<file path="src/rtl/btn_cond_pkg.sv">
// Shared definitions for the pushbutton conditioner.
//   btn_state_t             : per-channel debounce FSM state (2-bit encoding)
//   N_BTN_DEFAULT           : default number of button channels
//   DEBOUNCE_CYCLES_DEFAULT : default stable-cycle count (10 ms at 100 MHz)
package btn_cond_pkg;

   typedef enum logic [1:0] {
      ST_IDLE        = 2'd0,   // stable released
      ST_PRESS_CHK   = 2'd1,   // candidate press, counting stable-high cycles
      ST_HELD        = 2'd2,   // stable pressed
      ST_RELEASE_CHK = 2'd3    // candidate release, counting stable-low cycles
   } btn_state_t;

   localparam int N_BTN_DEFAULT           = 3;
   localparam int DEBOUNCE_CYCLES_DEFAULT = 1000000;

endpackage

</file>
<file path="src/rtl/btn_conditioner_if.sv">
// Button bus between the raw pushbuttons and the conditioned outputs.
//   btn_raw     : asynchronous bouncing levels, 1 = pressed
//   btn_level   : debounced level per channel
//   btn_press   : one-cycle pulse per accepted press
//   btn_release : one-cycle pulse per accepted release
// master = stimulus/consumer side, slave = btn_conditioner.
interface btn_conditioner_if #(
   parameter int N_BTN = 3
);
   logic [N_BTN-1:0] btn_raw;
   logic [N_BTN-1:0] btn_level;
   logic [N_BTN-1:0] btn_press;
   logic [N_BTN-1:0] btn_release;

   modport master (
      output btn_raw,
      input  btn_level,
      input  btn_press,
      input  btn_release
   );

   modport slave (
      input  btn_raw,
      output btn_level,
      output btn_press,
      output btn_release
   );
endinterface

</file>
<file path="src/rtl/btn_debounce_ch.sv">
// One pushbutton channel: 2-flop synchronizer, stability counter, 4-state
// debounce FSM and registered level/press/release outputs.
//   i_clk     : system clock, rising edge
//   i_rst     : synchronous active-high reset
//   i_raw     : asynchronous raw button level
//   o_level   : debounced level (high in HELD and RELEASE_CHK)
//   o_press   : one-cycle pulse on entering HELD
//   o_release : one-cycle pulse on entering IDLE from RELEASE_CHK
module btn_debounce_ch
   import btn_cond_pkg::*;
#(
   parameter int DEBOUNCE_CYCLES = DEBOUNCE_CYCLES_DEFAULT
) (
   input  logic i_clk,
   input  logic i_rst,
   input  logic i_raw,
   output logic o_level,
   output logic o_press,
   output logic o_release
);

   localparam int             CNT_W    = $clog2(DEBOUNCE_CYCLES);
   localparam logic [CNT_W-1:0] CNT_LAST = CNT_W'(DEBOUNCE_CYCLES - 1);

   logic [1:0]       r_sync;
   btn_state_t       r_state;
   btn_state_t       w_state_nxt;
   logic [CNT_W-1:0] r_cnt;
   logic [CNT_W-1:0] w_cnt_nxt;
   logic             r_level;
   logic             r_press;
   logic             r_release;
   logic             w_bit;
   logic             w_level_nxt;
   logic             w_press_nxt;
   logic             w_release_nxt;

   assign w_bit = r_sync[1];

   always_ff @(posedge i_clk) begin
      if (i_rst) begin
         r_sync    <= '0;
         r_state   <= ST_IDLE;
         r_cnt     <= '0;
         r_level   <= 1'b0;
         r_press   <= 1'b0;
         r_release <= 1'b0;
      end else begin
         r_sync    <= {r_sync[0], i_raw};
         r_state   <= w_state_nxt;
         r_cnt     <= w_cnt_nxt;
         r_level   <= w_level_nxt;
         r_press   <= w_press_nxt;
         r_release <= w_release_nxt;
      end
   end

   // Counter is cleared by default so it sits at 0 in IDLE/HELD and on every
   // abort; it only advances while a check is still short of CNT_LAST.
   always_comb begin
      w_state_nxt = r_state;
      w_cnt_nxt   = '0;
      case (r_state)
         ST_IDLE: begin
            if (w_bit) w_state_nxt = ST_PRESS_CHK;
         end
         ST_PRESS_CHK: begin
            if (!w_bit)                w_state_nxt = ST_IDLE;
            else if (r_cnt == CNT_LAST) w_state_nxt = ST_HELD;
            else                        w_cnt_nxt   = r_cnt + 1'b1;
         end
         ST_HELD: begin
            if (!w_bit) w_state_nxt = ST_RELEASE_CHK;
         end
         ST_RELEASE_CHK: begin
            if (w_bit)                  w_state_nxt = ST_HELD;
            else if (r_cnt == CNT_LAST) w_state_nxt = ST_IDLE;
            else                        w_cnt_nxt   = r_cnt + 1'b1;
         end
         default: w_state_nxt = ST_IDLE;
      endcase

      // Outputs derived from the next state so they change on the same edge
      // as the state register.
      w_level_nxt   = (w_state_nxt == ST_HELD) || (w_state_nxt == ST_RELEASE_CHK);
      w_press_nxt   = (r_state == ST_PRESS_CHK)   && (w_state_nxt == ST_HELD);
      w_release_nxt = (r_state == ST_RELEASE_CHK) && (w_state_nxt == ST_IDLE);
   end

   assign o_level   = r_level;
   assign o_press   = r_press;
   assign o_release = r_release;

endmodule

</file>
<file path="src/rtl/btn_conditioner.sv">
// Multi-channel pushbutton conditioner: one independent debounce channel per
// button. btn_level is intended for slow-clock stop/start control; the
// press/release pulses are for consumers in the clk domain only.
//   clk     : system clock, rising edge
//   rst     : synchronous active-high reset
//   btn_bus : button bus (slave side) carrying btn_raw in and
//             btn_level/btn_press/btn_release out
module btn_conditioner
   import btn_cond_pkg::*;
#(
   parameter int N_BTN           = N_BTN_DEFAULT,
   parameter int DEBOUNCE_CYCLES = DEBOUNCE_CYCLES_DEFAULT
) (
   input  logic               clk,
   input  logic               rst,
   btn_conditioner_if.slave   btn_bus
);

   logic [N_BTN-1:0] w_level;
   logic [N_BTN-1:0] w_press;
   logic [N_BTN-1:0] w_release;

   for (genvar g = 0; g < N_BTN; g++) begin : g_ch
      btn_debounce_ch #(
         .DEBOUNCE_CYCLES (DEBOUNCE_CYCLES)
      ) u_ch (
         .i_clk     (clk),
         .i_rst     (rst),
         .i_raw     (btn_bus.btn_raw[g]),
         .o_level   (w_level[g]),
         .o_press   (w_press[g]),
         .o_release (w_release[g])
      );
   end

   assign btn_bus.btn_level   = w_level;
   assign btn_bus.btn_press   = w_press;
   assign btn_bus.btn_release = w_release;

endmodule

</file>
<file path="src/flat_wrapper.sv">
// flat-port wrapper written by rule: the top's interface ports become plain ports
module btn_conditioner_flat import btn_cond_pkg::*;
#(
   parameter int N_BTN           = N_BTN_DEFAULT,
   parameter int DEBOUNCE_CYCLES = DEBOUNCE_CYCLES_DEFAULT
)
  (clk, rst, btn_bus_btn_raw, btn_bus_btn_level, btn_bus_btn_press, btn_bus_btn_release);
  btn_conditioner_if #(.N_BTN(N_BTN)) btn_bus_i ();
  input  logic clk;
  input  logic rst;
  input wire logic [$bits(btn_bus_i.btn_raw)-1:0] btn_bus_btn_raw;
  output wire logic [$bits(btn_bus_i.btn_level)-1:0] btn_bus_btn_level;
  output wire logic [$bits(btn_bus_i.btn_press)-1:0] btn_bus_btn_press;
  output wire logic [$bits(btn_bus_i.btn_release)-1:0] btn_bus_btn_release;
  assign btn_bus_i.btn_raw = btn_bus_btn_raw;
  assign btn_bus_btn_level = btn_bus_i.btn_level;
  assign btn_bus_btn_press = btn_bus_i.btn_press;
  assign btn_bus_btn_release = btn_bus_i.btn_release;
  btn_conditioner #(.N_BTN(N_BTN), .DEBOUNCE_CYCLES(DEBOUNCE_CYCLES)) u_core (.clk(clk), .rst(rst), .btn_bus(btn_bus_i));
endmodule
</file>
<file path="config.mk">
export PLATFORM = sky130hd
export DESIGN_NAME = btn_conditioner_flat
export DESIGN_NICKNAME = d
export VERILOG_FILES = /design/src/rtl/btn_cond_pkg.sv /design/src/rtl/btn_conditioner_if.sv /design/src/rtl/btn_debounce_ch.sv /design/src/rtl/btn_conditioner.sv /design/src/flat_wrapper.sv
export SDC_FILE = /design/constraint.sdc
export NUM_CORES = 1
export LEC_CHECK = 0
export CORE_UTILIZATION = 35
export CTS_BUF_LIST = sky130_fd_sc_hd__clkbuf_4 sky130_fd_sc_hd__clkbuf_8
export DETAILED_ROUTE_END_ITERATION = 12
export MAX_ROUTING_LAYER = met4
export PLACE_DENSITY = 0.61
export SYNTH_ARGS = -nofsm -noshare
export SYNTH_HDL_FRONTEND = slang
export SYNTH_HIERARCHICAL = 1
export SYNTH_SLANG_ARGS = --single-unit
</file>
<file path="constraint.sdc">
create_clock -name clk -period 2.5 [get_ports clk]
set_input_delay 0.5 -clock clk [delete_from_list [all_inputs] [get_ports clk]]
set_output_delay 0.5 -clock clk [all_outputs]
set_load 0.01 [all_outputs]
</file>
==> flow_summary.yaml <==
pwr:
  internal_power_mw: 1.99
  p_leak_nw: 1.08
  power.density_mw_per_mm2: 617
  p_switching_uw: 492
  switching_share: 0.198
  vdd_drop_max_v: 0.000317
  clockPowerShare: 0.467
  pwr-share-seq: 0.524
  p_comb_frac: 0.010
logic_synthesis:
  syn_avg_cell_area_sq_um: 9.00
  ys_seq_area_frac: 0.469
  synthesis.nets: 392
  synth_xor_area_frac: 0.106
  yosys_warnings: 6
  synth_mux_area_frac: 0
  synth_cells: 384
  synth_top_family_by_area: "simple AND/OR/NAND/NOR gates"
  yosys.area_share.adder: 0.0109
  synthSimpleGateAreaFrac: 0.324
  ys_types: 29
  synth_compound_area_frac: 0.0673
  syn_area_sq_mm: 0.00346
  ys_seq_elements: 81
layout:
  fin_cells: 542
  syn2layout_area_growth_pct: 16.2
  drive_above_1_share: 0.0896
  antenna_cells: 0
  nets: 416
sta:
  period_minus_slack_ns: 2.05
  max_freq_ghz: 0.488
  rsz0062_at_grt: "false"
  tns_ns: 0
  slew_headroom: 0.603
  skew_ns: 0.00810
  finalSetupViolCount: 0
  final.setup.worst_slack_ns: 0.452
  finalCritPeriodShare: 0.819
  hold_viol: 0
  tightest_slew_ns: 0.593
  drv_slew: 0
worst_setup_path:
  crit_type: "reg -> reg"
  cp_data_required_time_ns: 2.72
  rrSetupSlack_ns: 0.45
  critPathMaxFanout: 5
  critical_path.max_stage_delay_ns: 0.57
  worst_path_max_delay_cell: "or4_1"
  regToRegStartpoint: "u_core/g_ch[2].u_ch/r_cnt[0]$_SDFF_PP0_"
  r2r-end: "u_core/g_ch[2].u_ch/o_press$_SDFF_PP0_"
  crit_chain: "ha_1 -> nand2_1 -> or2_2 -> or4_1 -> nor4_1"
  cp-end-kind: "register"
  ff2ff_path_depth: 5
  cp-start-kind: "register"
  cp_data_arrival_time_ns: 2.27
grt:
  grt-ovfl-total: 0
  antenna_found_initial: 0
  grt_pass1_wl_um: 12000
  grt_max_degree: 21
  grt_pass1_vias: 2668
  grt_usage: 0.153
floorplan:
  row_count: 35
  start_util: 0.367
  core-area_sq_mm: 0.00942
  num_io_pins: 14
  fp.dieH_um: 101
  die_area_sq_mm: 0.0103
  die_w_um: 101
routing:
  avgRoutedWirePerCell_um: 12.2
  ant_nets: 0
  dr.pass1.iters: 4
  first_iter_violations: 85
  postRouteWirelength_um: 6640
  via_per_inst: 5.08
  drc: 0
  vias: 2753
clock_tree:
  postCtsHoldBufs: 0
  cts_resized: 0
  cts_buffers: 9
  cts_root_buffer: "clkbuf_8"
  cts.clk_slew.worst_paths_ns: 0.08
  cts_setup_buffers: 0
  htreeDepth: 3
  clk_path_buf_depth: 2
  numClockSinks: 81
  insertion_delay_ns: 0.34
  cts_tree: "built"
place:
  gp_congestion: 0.810
  dpl.hpwl_um: 4660
  dp.cells: 526
  dp_slack_ns: 0.466
  portBuffers: 13
flow_run:
  drv_cap: 0
hold_path:
  min_path_type: "reg -> reg"
  min_to: "u_core/g_ch[0].u_ch/r_sync[1]$_SDFF_PP0_"
  hold_start: "u_core/g_ch[0].u_ch/r_sync[0]$_SDFF_PP0_"
  holdPathStages: 1
outcome:
  outcome: "finished, final reports clean"
flip-flops by register name, indices dropped and copies added, names as in the netlist:
name,cells
u_core/g_ch.u_ch/r_sync,6
u_core/g_ch.u_ch/r_state,6
u_core/g_ch.u_ch/o_level,3
u_core/g_ch.u_ch/o_press,3
u_core/g_ch.u_ch/o_release,3
u_core/g_ch.u_ch/r_cnt,60
synthesized netlist by cell type (all sizes together):
cell type  instances  area share
and4               3      0.0076
and3               3      0.0054
nor3              12       0.017
dfxtp             81        0.47
nor3b              3      0.0065
nand2             18       0.020
or3                9       0.021
nor4b              3      0.0076
or4               15       0.036
nand3             24       0.043
or2                3      0.0054
o21ai             12       0.017
nor4              12       0.022
a21oi             21       0.030
xor2               6       0.015
nand4bb            3      0.0098
nor2              57       0.062
nor2b              6       0.011
nor4bb             3      0.0087
xnor2             36       0.091
ha                 3       0.011
nand4             18       0.033
clkbuf             6      0.0065
o31ai              9       0.020
inv               15       0.016
or4b               3      0.0087
layer usage:
metal,part of all wire,vias up,wire [um],GRT usage
met2,0.45,41,3010,0.240
met1,0.51,1283,3350,0.188
li1,-,1422,-,-
met5,0,-,0,-
met4,0.0087,0,58,0.0457
met3,0.032,7,213,0.0462
critical path: cells and delay by family, from the launching register on:
kind | cells | cell delay (ns)
fa+ha+maj | 1 | 0.28
flops | 1 | 0.37
simple gates | 4 | 1.29
final cells by class:
type / instances / area [sq um]
multi-input cells: 282 / 1760
repair buffers: 19 / 175
inverters: 15 / 56.3
clock inverters: 6 / 115
well taps: 129 / 161
flip-flops and latches: 81 / 1620
clock buffers: 10 / 131
fillers: 929 / 5400
kinds of logic after synthesis:
kind of cell,after synthesis
buffers and inverters,21
xor gates and xnor gates,42
AOI/OAI and AO/OA,42
DFF,81
and+or+nand+nor,195
adders and majority gates,3
placed cells by master (no fill, tap or decap), types with 6 or more instances in the layout:
cell type        instances
o21ai_0                  9
nand2_1                 18
xnor2_1                 36
clkbuf_8                 9
buf_4                    6
dfxtp_1                 81
inv_1                   15
or3_1                    6
nand3_1                 18
or4_1                   12
nor3_1                  12
nor2_1                  57
nand4_1                 18
nor2b_1                  6
a21oi_1                 21
o31ai_1                  9
clkdlybuf4s50_1         13
nor4_1                  12
nand3_2                  6
xor2_1                   6
worst max-delay path by stage:
stage                                                        from                                        to
after detailed placement  u_core/g_ch[2].u_ch/r_cnt[0]$_SDFF_PP0_  u_core/g_ch[2].u_ch/o_release$_SDFF_PP0_
final                     u_core/g_ch[2].u_ch/r_cnt[0]$_SDFF_PP0_    u_core/g_ch[2].u_ch/o_press$_SDFF_PP0_
after floorplan           u_core/g_ch[0].u_ch/r_cnt[0]$_SDFF_PP0_  u_core/g_ch[0].u_ch/r_cnt[18]$_SDFF_PP0_
after CTS                 u_core/g_ch[2].u_ch/r_cnt[0]$_SDFF_PP0_    u_core/g_ch[2].u_ch/o_press$_SDFF_PP0_
after global routing      u_core/g_ch[2].u_ch/r_cnt[0]$_SDFF_PP0_    u_core/g_ch[2].u_ch/o_press$_SDFF_PP0_
after global placement    u_core/g_ch[2].u_ch/r_cnt[0]$_SDFF_PP0_    u_core/g_ch[2].u_ch/o_press$_SDFF_PP0_
power groups by stage:
stage / Sequential, mW / Clock (mW) / Combinational [mW]
final: 1.30 / 1.16 / 0.0238
after CTS: 1.30 / 1.20 / 0.0240
after global placement: 1.33 / 0 / 0.0233
after detailed placement: 1.33 / 0 / 0.0239
after global routing: 1.30 / 1.25 / 0.0266
after floorplan: 1.33 / 0 / 0.00856
stage by stage:
step	power, mW	hold WS (ns)	cell area (sq um)	utilization
final	2.48	0.438	4020	0.427
after global routing	2.58	0.460	4020	0.427
after CTS	2.52	0.444	4020	0.427
after detailed placement	1.35	0.425	3770	0.401
after global placement	1.35	0.424	3770	0.401
after floorplan	1.34	0.414	3460	-
Power figures use the tool's default switching activity.
